[config.mk]
export PLATFORM = sky130hd
export DESIGN_NAME = instr_fetch_stage_flat
export DESIGN_NICKNAME = d
export VERILOG_FILES = /design/src/rtl/instr_fetch_stage_if.sv /design/src/rtl/instr_fetch_stage.sv /design/src/flat_wrapper.sv
export SDC_FILE = /design/constraint.sdc
export NUM_CORES = 1
export LEC_CHECK = 0
export CAP_MARGIN = 20
export CORE_UTILIZATION = 46
export DETAILED_ROUTE_END_ITERATION = 10
export MAX_ROUTING_LAYER = met4
export PLACE_DENSITY = 0.89
export SYNTH_ARGS = -nofsm -noshare
export SYNTH_HDL_FRONTEND = slang
export SYNTH_SLANG_ARGS = --single-unit
[constraint.sdc]
create_clock -name clk -period 6.1 [get_ports clk]
set_input_delay 1.22 -clock clk [delete_from_list [all_inputs] [get_ports clk]]
set_output_delay 1.22 -clock clk [all_outputs]
set_load 0.02 [all_outputs]
[src/rtl/instr_fetch_stage_if.sv]
// Decode-side handshake bundle for instr_fetch_stage.
// The fetch stage is the master: it presents {out_pc, out_instr} with out_valid,
// and decode answers with out_ready.
interface instr_fetch_stage_if #(
  parameter int unsigned AW = 8,
  parameter int unsigned DW = 16
);

  logic          out_valid;
  logic          out_ready;
  logic [AW-1:0] out_pc;
  logic [DW-1:0] out_instr;

  modport master (
    output out_valid,
    output out_pc,
    output out_instr,
    input  out_ready
  );

  modport slave (
    input  out_valid,
    input  out_pc,
    input  out_instr,
    output out_ready
  );

endinterface

[src/rtl/instr_fetch_stage.sv]
// Instruction fetch stage around an external PC register.
// - Drives pc_next (PC register input) and imem_addr (= pc) combinationally.
// - ROM has a 1-cycle read latency; returning data is captured with its PC into
//   a DEPTH-entry FIFO that feeds decode over a valid/ready handshake.
// - A redirect loads redirect_pc, clears the FIFO, squashes the in-flight fetch
//   and spends one cycle in S_FLUSH.
// Optional build macro: FETCH_PERF_CNT_EN enables saturating 16-bit stall and
// redirect counters on perf_stall / perf_redir; otherwise both are tied to 0.
module instr_fetch_stage #(
  parameter int unsigned AW    = 8,
  parameter int unsigned DW    = 16,
  parameter int unsigned INC   = 1,
  parameter int unsigned DEPTH = 2
) (
  input  logic                clk,
  input  logic                reset,
  input  logic                run,
  input  logic [AW-1:0]       pc,
  output logic [AW-1:0]       pc_next,
  output logic [AW-1:0]       imem_addr,
  input  logic [DW-1:0]       imem_rdata,
  input  logic                redirect,
  input  logic [AW-1:0]       redirect_pc,
  instr_fetch_stage_if.master dec,
  output logic [15:0]         perf_stall,
  output logic [15:0]         perf_redir
);

  localparam int unsigned PW = (DEPTH > 1) ? $clog2(DEPTH) : 1;
  localparam int unsigned CW = $clog2(DEPTH + 1);
  localparam int unsigned OW = CW + 1;

  typedef enum logic [1:0] {
    S_IDLE,
    S_RUN,
    S_FLUSH
  } state_e;

  state_e        state_q, state_d;

  // FIFO storage and bookkeeping
  logic [AW-1:0] pc_mem_q    [DEPTH];
  logic [DW-1:0] instr_mem_q [DEPTH];
  logic [PW-1:0] rd_ptr_q, rd_ptr_d;
  logic [PW-1:0] wr_ptr_q, wr_ptr_d;
  logic [CW-1:0] count_q, count_d;

  // Outstanding ROM request
  logic          inflight_q, inflight_d;
  logic [AW-1:0] req_pc_q, req_pc_d;

  // Per-cycle control
  logic          redir;
  logic          pop;
  logic          push;
  logic          issue;
  logic          head_valid;
  logic [OW-1:0] occ_proj;

  function automatic logic [PW-1:0] ptr_inc(input logic [PW-1:0] p);
    return (p == PW'(DEPTH - 1)) ? '0 : p + PW'(1);
  endfunction

  assign imem_addr     = pc;
  assign head_valid    = (count_q != '0);
  assign dec.out_valid = head_valid;
  assign dec.out_pc    = pc_mem_q[rd_ptr_q];
  assign dec.out_instr = instr_mem_q[rd_ptr_q];

  // State register
  always_ff @(posedge clk or negedge reset) begin
    if (!reset) begin
      state_q <= S_IDLE;
    end else begin
      state_q <= state_d;
    end
  end

  // Next-state logic; redirect outranks run in both active states
  always_comb begin
    state_d = state_q;
    unique case (state_q)
      S_IDLE:  if (run) state_d = S_RUN;
      S_RUN: begin
        if (redir)     state_d = S_FLUSH;
        else if (!run) state_d = S_IDLE;
      end
      S_FLUSH: begin
        if (redir)     state_d = S_FLUSH;
        else if (run)  state_d = S_RUN;
        else           state_d = S_IDLE;
      end
      default: state_d = S_IDLE;
    endcase
  end

  // Output / control decode: issue rule, squash, pc_next selection
  always_comb begin
    redir    = redirect && (state_q != S_IDLE);
    pop      = head_valid && dec.out_ready && !redir;
    push     = inflight_q && !redir;
    // Entries the FIFO will hold once the outstanding response lands;
    // pop implies count_q >= 1, so this never underflows.
    occ_proj = {1'b0, count_q} + OW'(inflight_q) - OW'(pop);
    issue    = (state_q == S_RUN) && !redir && (occ_proj <= OW'(DEPTH - 1));
    pc_next  = pc;
    if (redir) begin
      pc_next = redirect_pc;
    end else if (issue) begin
      pc_next = pc + AW'(INC);
    end
  end

  // Next values for request tracking and FIFO pointers
  always_comb begin
    inflight_d = issue;
    req_pc_d   = issue ? pc : req_pc_q;
    rd_ptr_d   = rd_ptr_q;
    wr_ptr_d   = wr_ptr_q;
    count_d    = count_q;
    if (redir) begin
      rd_ptr_d = '0;
      wr_ptr_d = '0;
      count_d  = '0;
    end else begin
      if (push) wr_ptr_d = ptr_inc(wr_ptr_q);
      if (pop)  rd_ptr_d = ptr_inc(rd_ptr_q);
      count_d = count_q + CW'(push) - CW'(pop);
    end
  end

  // Request tracking and FIFO pointer registers
  always_ff @(posedge clk or negedge reset) begin
    if (!reset) begin
      inflight_q <= 1'b0;
      req_pc_q   <= '0;
      rd_ptr_q   <= '0;
      wr_ptr_q   <= '0;
      count_q    <= '0;
    end else begin
      inflight_q <= inflight_d;
      req_pc_q   <= req_pc_d;
      rd_ptr_q   <= rd_ptr_d;
      wr_ptr_q   <= wr_ptr_d;
      count_q    <= count_d;
    end
  end

  // FIFO storage write; reset to zero so the idle head reads 0
  always_ff @(posedge clk or negedge reset) begin
    if (!reset) begin
      for (int unsigned i = 0; i < DEPTH; i++) begin
        pc_mem_q[i]    <= '0;
        instr_mem_q[i] <= '0;
      end
    end else if (push) begin
      pc_mem_q[wr_ptr_q]    <= req_pc_q;
      instr_mem_q[wr_ptr_q] <= imem_rdata;
    end
  end

`ifdef FETCH_PERF_CNT_EN
  logic [15:0] stall_cnt_q;
  logic [15:0] redir_cnt_q;

  // Saturating stall / redirect counters
  always_ff @(posedge clk or negedge reset) begin
    if (!reset) begin
      stall_cnt_q <= '0;
      redir_cnt_q <= '0;
    end else begin
      if ((state_q == S_RUN) && !issue && !redir && (stall_cnt_q != '1)) begin
        stall_cnt_q <= stall_cnt_q + 16'd1;
      end
      if (redir && (redir_cnt_q != '1)) begin
        redir_cnt_q <= redir_cnt_q + 16'd1;
      end
    end
  end

  assign perf_stall = stall_cnt_q;
  assign perf_redir = redir_cnt_q;
`else
  assign perf_stall = '0;
  assign perf_redir = '0;
`endif

endmodule

[src/flat_wrapper.sv]
// flat-port wrapper written by rule: the top's interface ports become plain ports
module instr_fetch_stage_flat 
#(
  parameter int unsigned AW    = 8,
  parameter int unsigned DW    = 16,
  parameter int unsigned INC   = 1,
  parameter int unsigned DEPTH = 2
)
  (clk, reset, run, pc, pc_next, imem_addr, imem_rdata, redirect, redirect_pc, perf_stall, perf_redir, dec_out_valid, dec_out_pc, dec_out_instr, dec_out_ready);
  instr_fetch_stage_if #(.AW(AW), .DW(DW)) dec_i ();
  input  logic clk;
  input  logic reset;
  input  logic run;
  input  logic [AW-1:0] pc;
  output logic [AW-1:0] pc_next;
  output logic [AW-1:0] imem_addr;
  input  logic [DW-1:0] imem_rdata;
  input  logic redirect;
  input  logic [AW-1:0] redirect_pc;
  output logic [15:0] perf_stall;
  output logic [15:0] perf_redir;
  output wire logic [$bits(dec_i.out_valid)-1:0] dec_out_valid;
  output wire logic [$bits(dec_i.out_pc)-1:0] dec_out_pc;
  output wire logic [$bits(dec_i.out_instr)-1:0] dec_out_instr;
  input wire logic [$bits(dec_i.out_ready)-1:0] dec_out_ready;
  assign dec_out_valid = dec_i.out_valid;
  assign dec_out_pc = dec_i.out_pc;
  assign dec_out_instr = dec_i.out_instr;
  assign dec_i.out_ready = dec_out_ready;
  instr_fetch_stage #(.AW(AW), .DW(DW), .INC(INC), .DEPTH(DEPTH)) u_core (.clk(clk), .reset(reset), .run(run), .pc(pc), .pc_next(pc_next), .imem_addr(imem_addr), .imem_rdata(imem_rdata), .redirect(redirect), .redirect_pc(redirect_pc), .dec(dec_i), .perf_stall(perf_stall), .perf_redir(perf_redir));
endmodule
==> summary.txt <==
Timing
  • Slew margin rel.: 48.8%
  • RSZ-0062 raised after global routing: false
  • Setup TNS: 0 ps
  • Clk_skew: 5.61 ps
  • Fin crit share: 96.4%
  • Fin. Hold Viols: 0
  • Tightest Pin Transition: 768 ps
  • Final setup fails: 0
  • Final Slew Violations: 0
  • Fmax: 0.170 GHz
  • Crit path time final: 5880 ps

Finish
  • Diode count: 0
  • Share of layout cells above drive strength 1: 30.5%
  • Final nets: 386
  • Most frequent cells in the layout: 76 x clkdlybuf4s50_1, 75 x mux2_2, 63 x dfrtp_1, 32 x conb_1, 12 x clkbuf_8
  • Commonest non-fill, non-tap cell in the layout: clkdlybuf4s50_1
  • Post-layout util: 61.6%
  • Area grow syn2layout: 27.8%

Floorplanning
  • Die X: 86.8 um
  • # IOs: 110
  • DIE HEIGHT: 86.8 um
  • Die area: 0.00754 mm2
  • Core ar.: 0.00687 mm2
  • Starting Density: 48.2%
  • Cell Rows: 30

Global routing
  • Initial antenna violation count: 0
  • Largest net degree at the start of global routing: 64
  • Number of global-route vias before repair: 2114
  • Grt total ovfl: 0
  • First-pass GRT wire length: 9670 um
  • Tot GR Track Use: 17.6%

Clock network
  • PostCTS Resize Cnt: 0
  • Clk_lat worst skew: 330 ps
  • Clock Path Buffers: 2
  • Clock H-tree levels: 3
  • Post-CTS Setup Bufs: 0
  • Root Buffer Master: clkbuf_8
  • CTS Sinks: 63
  • Worst-path clk slew: 60 ps
  • Post-CTS Hold Buffers: 0
  • CTS tree: done
  • TritonCTS buffer count: 9

Power and ir drop
  • LEAKAGE: 1.94 nW
  • Net switching power figure: 634 uW
  • Max VDD drop: 191 uV
  • Switching Fraction: 33.4%
  • Register share of total power: 37.0%
  • Gate power share: 46.0%
  • Int Power: 1.26 mW
  • Power Density: 448 mW/mm2
  • Clock share of power: 17.0%

Hold path
  • Worst Hold Class: register to register

Yosys
  • Synth warnings: 0
  • Synthesized area: 0.00331 mm2
  • Synth cell types: 31
  • Synth area leader: dfrtp_1
  • Synth area leaders: dfrtp_1 48%, mux2_2 26%, buf_4 9.1%, xnor2_1 2.4%, ha_1 1.9%
  • Mapped Avg Cell Area: 12.3 um2
  • Part of the Yosys area used for sequential elements: 47.6%
  • Post-synthesis cell count: 269
  • Ys flop type: dfrtp_1
  • EDFF count, synth: 0
  • Async S/R FF share, synth: 100%
  • Register bit count reported by yosys: 63
  • Yosys top cell area share: 47.6%

Place
  • HPWL Detailed: 4230 um
  • IO Port Bufs: 77
  • Global placement routability congestion: 0.806

Routing
  • Met3 WL post-DR: 386 um
  • DRT iter0 DRCs: 64
  • Met2 routed WL: 2990 um
  • Top layer in use: met4
  • Post-DRT Antenna Nets: 0
  • Via-to-Cell Ratio: 4.78
  • Wirelength, routed: 6090 um
  • Drt first pass iters: 4
  • DRT met1 WL: 2640 um
  • Via count: 2119
  • Per-cell routed wire length: 13.8 um
  • DRC: 0

Worst setup path
  • Setup crit end kind: output pin
  • Setup Crit Path Kind: input pin to output pin
  • CP required: 4880 ps
  • Critical Path Fanout Max: 7
  • CP arrival: 4660 ps
  • Startpoint Class: input pin
  • Worst R2R Setup Slack: 2740 ps

Flow run
  • Max Cap Violations: 0

Outcome
  • Status: completed
-- per-layer routing --
metal | GRT usage [%] | vias up
li1 | - | 993
met2 | 28.6 | 83
met5 | - | -
met1 | 20.4 | 1036
met3 | 5.05 | 7
met4 | 7.42 | 0
-- power groups by stage --
stage / clock [mW] / combinational [mW] / sequential [mW]
floorplan: 0 / 0.596 / 0.663
global placement: 0 / 0.834 / 0.707
detailed placement: 0 / 0.851 / 0.725
CTS: 0.333 / 0.856 / 0.718
global route: 0.357 / 0.936 / 0.724
finish: 0.322 / 0.872 / 0.701
-- synth_stat cells, types with 2 or more instances --
| cell type | n |
|---|---|
| mux2_2 | 75 |
| dfrtp_1 | 63 |
| buf_4 | 40 |
| nand2_1 | 9 |
| xnor2_1 | 9 |
| nor2_1 | 8 |
| inv_1 | 7 |
| buf_2 | 5 |
| ha_1 | 5 |
| o21ai_0 | 5 |
| a21oi_1 | 4 |
| and2_1 | 3 |
| clkbuf_1 | 3 |
| mux2_4 | 3 |
| nand3_1 | 3 |
| nor4_1 | 3 |
| o21ai_1 | 3 |
| xor2_1 | 3 |
| buf_1 | 2 |
| buf_6 | 2 |
| nand4_1 | 2 |
| nor3_1 | 2 |
| o21a_1 | 2 |
-- worst max-delay path: stages --
cell	delay (ps)
clkdlybuf4s50_1	480
o21a_1	140
nor2_1	50
ha_1	260
inv_1	50
ha_1	200
fa_1	440
or4b_4	590
or2_1	320
xor2_1	160
o21ai_1	120
clkdlybuf4s50_1	620
-- cells by family after synthesis --
kind of cell               count (synthesis)  share of synthesized area, %
muxes                                     79                          27.2
adders and majority gates                  6                          2.49
xor gates and xnor gates                  12                          3.17
DFF                                       63                          47.6
AOI/OAI and AO/OA                         14                          2.27
other                                      1                         0.113
and+or+nand+nor                           35                          5.29
buffers and inverters                     59                          11.9
-- registers in the layout (all words and copies together) (netlist names) --
signal and cells:
u_core.rd_ptr_q 1, u_core.count_q 2, u_core.inflight_q 1, u_core.pc_mem_q 16, u_core.instr_mem_q 32, u_core.wr_ptr_q 1
u_core.req_pc_q 8, u_core.state_q 2
-- path summary, 6_finish.rpt --
check	startpoint	to	cells past startpoint
worst max-delay path	redirect	pc_next[0]	12
worst max register to register	u_core.count_q[1]	u_core.req_pc_q[5]	11
worst min-delay path	u_core.pc_mem_q[6]	u_core.pc_mem_q[6]	1
worst min register to register	u_core.pc_mem_q[6]	u_core.pc_mem_q[6]	1
min in group asynchronous	reset	u_core.instr_mem_q[11]	2
max in group asynchronous	reset	u_core.pc_mem_q[3]	2
-- metrics by stage --
stage / cell area [um2] / power (mW) / setup WS [ps] / cells / hold WS [ps]
final: 4230 / 1.90 / 219 / 443 / 500
after global routing: 4230 / 2.02 / 13.0 / 443 / 520
after CTS: 4190 / 1.91 / 67.5 / 442 / 501
after detailed placement: 4010 / 1.58 / 122 / 427 / 487
after global placement: 3980 / 1.54 / 144 / 426 / 481
after floorplan: 3430 / 1.26 / 660 / 300 / 463
-- final cells by class --
type,count,area (um2)
Timing Repair Buffer,84,846
Multi-Input combinational cell,178,1480
Sequential cell,63,1580
Tap cell,96,120
Clock buffer,12,165
Inverter,7,26.3
Clock inverter,3,17.5
Fill cell,567,2640
Power figures use the tool's default switching activity.
==> patch 1 (config.mk and constraints unchanged) <==
Build with the macro `FETCH_PERF_CNT_EN` defined.
--- a/src/rtl/instr_fetch_stage.sv
+++ b/src/rtl/instr_fetch_stage.sv
@@ -6,6 +6,8 @@
 //   and spends one cycle in S_FLUSH.
 // Optional build macro: FETCH_PERF_CNT_EN enables saturating 16-bit stall and
 // redirect counters on perf_stall / perf_redir; otherwise both are tied to 0.
+`define FETCH_PERF_CNT_EN
+
 module instr_fetch_stage #(
   parameter int unsigned AW    = 8,
   parameter int unsigned DW    = 16,
Behaviour: not the same (Yosys sat finds a counterexample within 4 cycles, from zero or initial values and one cycle with reset low).
==> patch 1 against the unedited design <==
- critical path depth shrank 1
- synthesized cell count up 48%
- power is 28% higher
- setup slack got worse by 85 ps
- cell count up 45%
- count of clock-buffer cells in the layout fell by 3
- design area grew 43%
- sequential power is 44% higher
- routed wire length up 68%
- synthesized area grew 39%
- via count grew 60%
- non-clock buffer count increased by 38
- die area increased by 38%
- sequential cell count rose by 32
- largest cell class unchanged
==> patch 1: results (changes against the unedited design) <==
Worst-Skew Late Latency=360 ps (+30 ps); largest net degree at the start of global routing=85 (+33%); crit-path max FO=8 (+1); fill cell count=815 (+44%); compound-gate portion of the synthesized area=4.07% (+1.8 points); GPL Wtd Cong=0.834 (+3.4%); clock skew=6.07 ps (+0.467 ps); Setup crit end=pc_next[5]; Int Pwr=1.56 mW (+24%); Reg clk slew, reported paths=100 ps (+40 ps); FF-to-FF End=u_core.req_pc_q[0]; post-DP HPWL=7110 um (+68%); xor/xnor share of the synthesized area=6.64% (+3.5 points); outcome=complete, no violations; via count=3,386 (+60%); worst r2r path cells=13 (+2); Pre-antenna DRT Iters=4 (unchanged); peak supply drop=0.189 mV (-0.89%); sequential share of the synthesized area=51.5% (+3.9 points); largest cells by area after synthesis=dfrtp_1 52%, mux2_2 19%, xor2_1 4.9%; Hold Crit Start=u_core.perf_redir[6]; share of layout cells above drive strength 1=21.8% (-8.8 points); Routed WL=10,200 um (+68%); max_slew headroom=25.9% (-23 points); Placement Cell Area=5810 sq um (+45%); Reg2Reg Setup Slack=2910 ps (+170 ps); Yosys cell types=42 (+35%); Static Leakage=2.77 nW (+42%); first-pass GRT wire length=16,100 um (+67%); Total GRT Usage=20.6% (+3.0 points); WP data arrival=4750 ps (+90 ps); I/O Buffers=109 (+42%)
## patch 1: changes by cell type after synthesis, sizes merged, moves of 7 or more
cell	unedited run	this run
buf	49	15
nor2	8	15
nand2	9	45
xor2	3	26
clkbuf	3	12
dfrtp	63	95
a21oi	4	11
nor4	3	10
## patch 1: power groups by stage
stage / sequential (mW) / combinational, mW / clock (mW)
after floorplan: 0.986 / 0.604 / 0
after global placement: 0.997 / 0.988 / 0
after detailed placement: 1.02 / 1.01 / 0
after CTS: 1.01 / 1.02 / 0.411
after global routing: 1.03 / 1.09 / 0.434
final: 1.01 / 1.01 / 0.398
## patch 1: metrics by stage
step | std cells | power, mW | worst slack (ps)
6_report | 643 | 2.42 | 135
5_1_grt | 643 | 2.56 | 43.8
4_1_cts | 641 | 2.44 | 72.4
3_5_place_dp | 625 | 2.03 | 77.8
3_3_place_gp | 625 | 1.98 | 155
2_1_floorplan | 399 | 1.59 | 828
## patch 1: cell families after synthesis
| family | after synthesis |
|---|---|
| AND/OR/NAND/NOR | 120 |
| buffers and inverters | 35 |
| multiplexers | 76 |
| flip-flops | 95 |
| XOR/XNOR | 35 |
| adder cells (fa/ha/maj) | 8 |
| AO/OA/AOI/OAI | 30 |
## patch 1: how the worst min path moves through the flow
stage	end	slack [ps]	cells after the start
after floorplan	u_core.req_pc_q[0]	460	2
after global placement	u_core.instr_mem_q[7]	480	1
after detailed placement	u_core.perf_stall[7]	480	1
after CTS	u_core.perf_stall[7]	500	1
after global routing	u_core.perf_stall[7]	520	1
final	u_core.perf_redir[6]	510	1
## patch 1: layer usage
| layer | part of all wire, % | vias up | track usage, % |
|---|---|---|---|
| met5 | 0 | - | - |
| li1 | - | 1600 | - |
| met4 | 1.1 | 0 | 7.36 |
| met2 | 49 | 94 | 34.4 |
| met1 | 45 | 1680 | 25.6 |
| met3 | 4.9 | 12 | 2.94 |
## patch 1: final cells by class
class,instances,area (sq um),share of cell area [%]
flip-flops and latches,95,2380,39.4
multi-input cells,269,2070,34.3
repair buffers,122,1210,20.0
well taps,133,166,2.75
clock buffers,9,124,2.05
clock inverters,7,65.1,1.08
inverters,8,30.0,0.497
## patch 1: what timing repair did
item,in CTS,in global routing
endpoints found under the setup margin,0,4
endpoints found under the hold margin,0,0
resized for setup,0,2
==> patch 2 (same settings) <==
Without the edit above. The 3 states of `state_e` get a one-hot encoding in 3 bits.
--- a/src/rtl/instr_fetch_stage.sv
+++ b/src/rtl/instr_fetch_stage.sv
@@ -30,10 +30,10 @@
   localparam int unsigned CW = $clog2(DEPTH + 1);
   localparam int unsigned OW = CW + 1;
 
-  typedef enum logic [1:0] {
-    S_IDLE,
-    S_RUN,
-    S_FLUSH
+  typedef enum logic [2:0] {
+    S_IDLE  = 3'b001,
+    S_RUN   = 3'b010,
+    S_FLUSH = 3'b100
   } state_e;
 
   state_e        state_q, state_d;
Check against the original RTL: no difference found for any inputs over 10 cycles, from zero or initial values and one cycle with reset low; not proved beyond that.
==> patch 2 against the unedited design <==
- via count up 4.3%
- utilization up 0.81 points
- critical path type unchanged
- synthesized area up 2.0%
- power down 12%
- routed wire length up 6.7%
- design area up 2.4%
- highest routed layer unchanged
- sequential cell count up 1
- setup slack better by 26 ps
==> patch 2: results (changes against the unedited design) <==
syn_area_per_cell=12.4 sq um (+0.55%); R2R Path Start=u_core.state_q[0]; H-Tree Depth=3 (unchanged); vias in the first global route=2,250 (+6.4%); Non-Filler Instances=449 (+1.4%); CTS tree=built; fmax=171 MHz (+0.44%); synth warn=0 (unchanged); 1st-iter DRT viols=97 (+52%); hold slack=484 ps (-15.6 ps); Total GRT Usage=19.2% (+1.6 points); mux contribution to synthesized area=27.3% (+0.086 points); Hold Crit Start=u_core.instr_mem_q[31]; Worst-Margin Slew=772 ps (+4.74 ps); Hold Path End=u_core.instr_mem_q[31]; first-pass GRT wire length=10,700 um (+11%); Regs by FF count=u_core.instr_mem_q x32, u_core.pc_mem_q x16, u_core.req_pc_q x8; sequential share of the synthesized area=47.4% (-0.17 points); family with the most delay on the worst path=simple AND/OR/NAND/NOR gates; crit path launch=redirect; CTS buffer count=9 (unchanged); WP data arrival=4630 ps (-30 ps); share of layout cells above drive strength 1=26.3% (-4.2 points); clock skew=4.91 ps (-0.699 ps); largest cells by area after synthesis=dfrtp_1 47%, mux2_2 22%, buf_4 9.3%; placed cell count=434 (+1.6%); # diodes=0 (unchanged); Reg2Reg Setup Slack=2780 ps (+40 ps); crit-path max FO=7 (unchanged); ys async rst share=100% (unchanged); Yosys cell types=37 (+19%); xor/xnor share of the synthesized area=2.59% (-0.58 points); Setup crit end=pc_next[7]; synth cell count leaders=67 x mux2_2, 63 x dfrtp_1, 42 x buf_4; Routed WL=6500 um (+6.7%); outcome=complete, no violations; Placement Cell Area=4110 sq um (+2.6%); post-DP HPWL=4690 um (+11%); peak supply drop=0.208 mV (+9.1%); area share of fa/ha/maj cells after synthesis=2.44% (-0.050 points); CP max stage delay=600 ps (-20 ps); pre-CTS setup slack=236 ps (+114 ps); FF-to-FF End=u_core.req_pc_q[2]; via count=2,211 (+4.3%); Static Leakage=2.04 nW (+4.8%); Yosys top cell by area=dfrtp_1; GPL Wtd Cong=0.895 (+11%); NumNets Final=392 (+1.6%); worst hold stages=1 (unchanged); largest net degree at the start of global routing=65 (+1.6%); worst r2r path cells=10 (-1); compound-gate portion of the synthesized area=2.30% (+0.029 points)
-- patch 2: per-layer routing --
layer / part of all wire, % / GRT usage (%) / up-vias / wire length [um]
met3: 4.7 / 5.66 / 4 / 307
met2: 52 / 32.8 / 76 / 3410
met5: 0 / - / - / 0
met1: 42 / 22.0 / 1112 / 2740
li1: - / - / 1019 / -
met4: 0.68 / 4.92 / 0 / 44
-- patch 2: report_power, final --
part	total (mW)	internal, mW	switching (mW)
logic	0.656	0.346	0.310
clock network	0.398	0.250	0.149
registers	0.615	0.538	0.0771
total	1.67	1.13	0.536
-- patch 2: area by class of cell --
cell class	count	area [sq um]
Timing Repair Buffer	85	846
Clock inverter	3	65.1
Inverter	6	22.5
Tap cell	96	120
Sequential cell	64	1600
Clock buffer	12	155
Multi-Input combinational cell	183	1520
Fill cell	546	2610
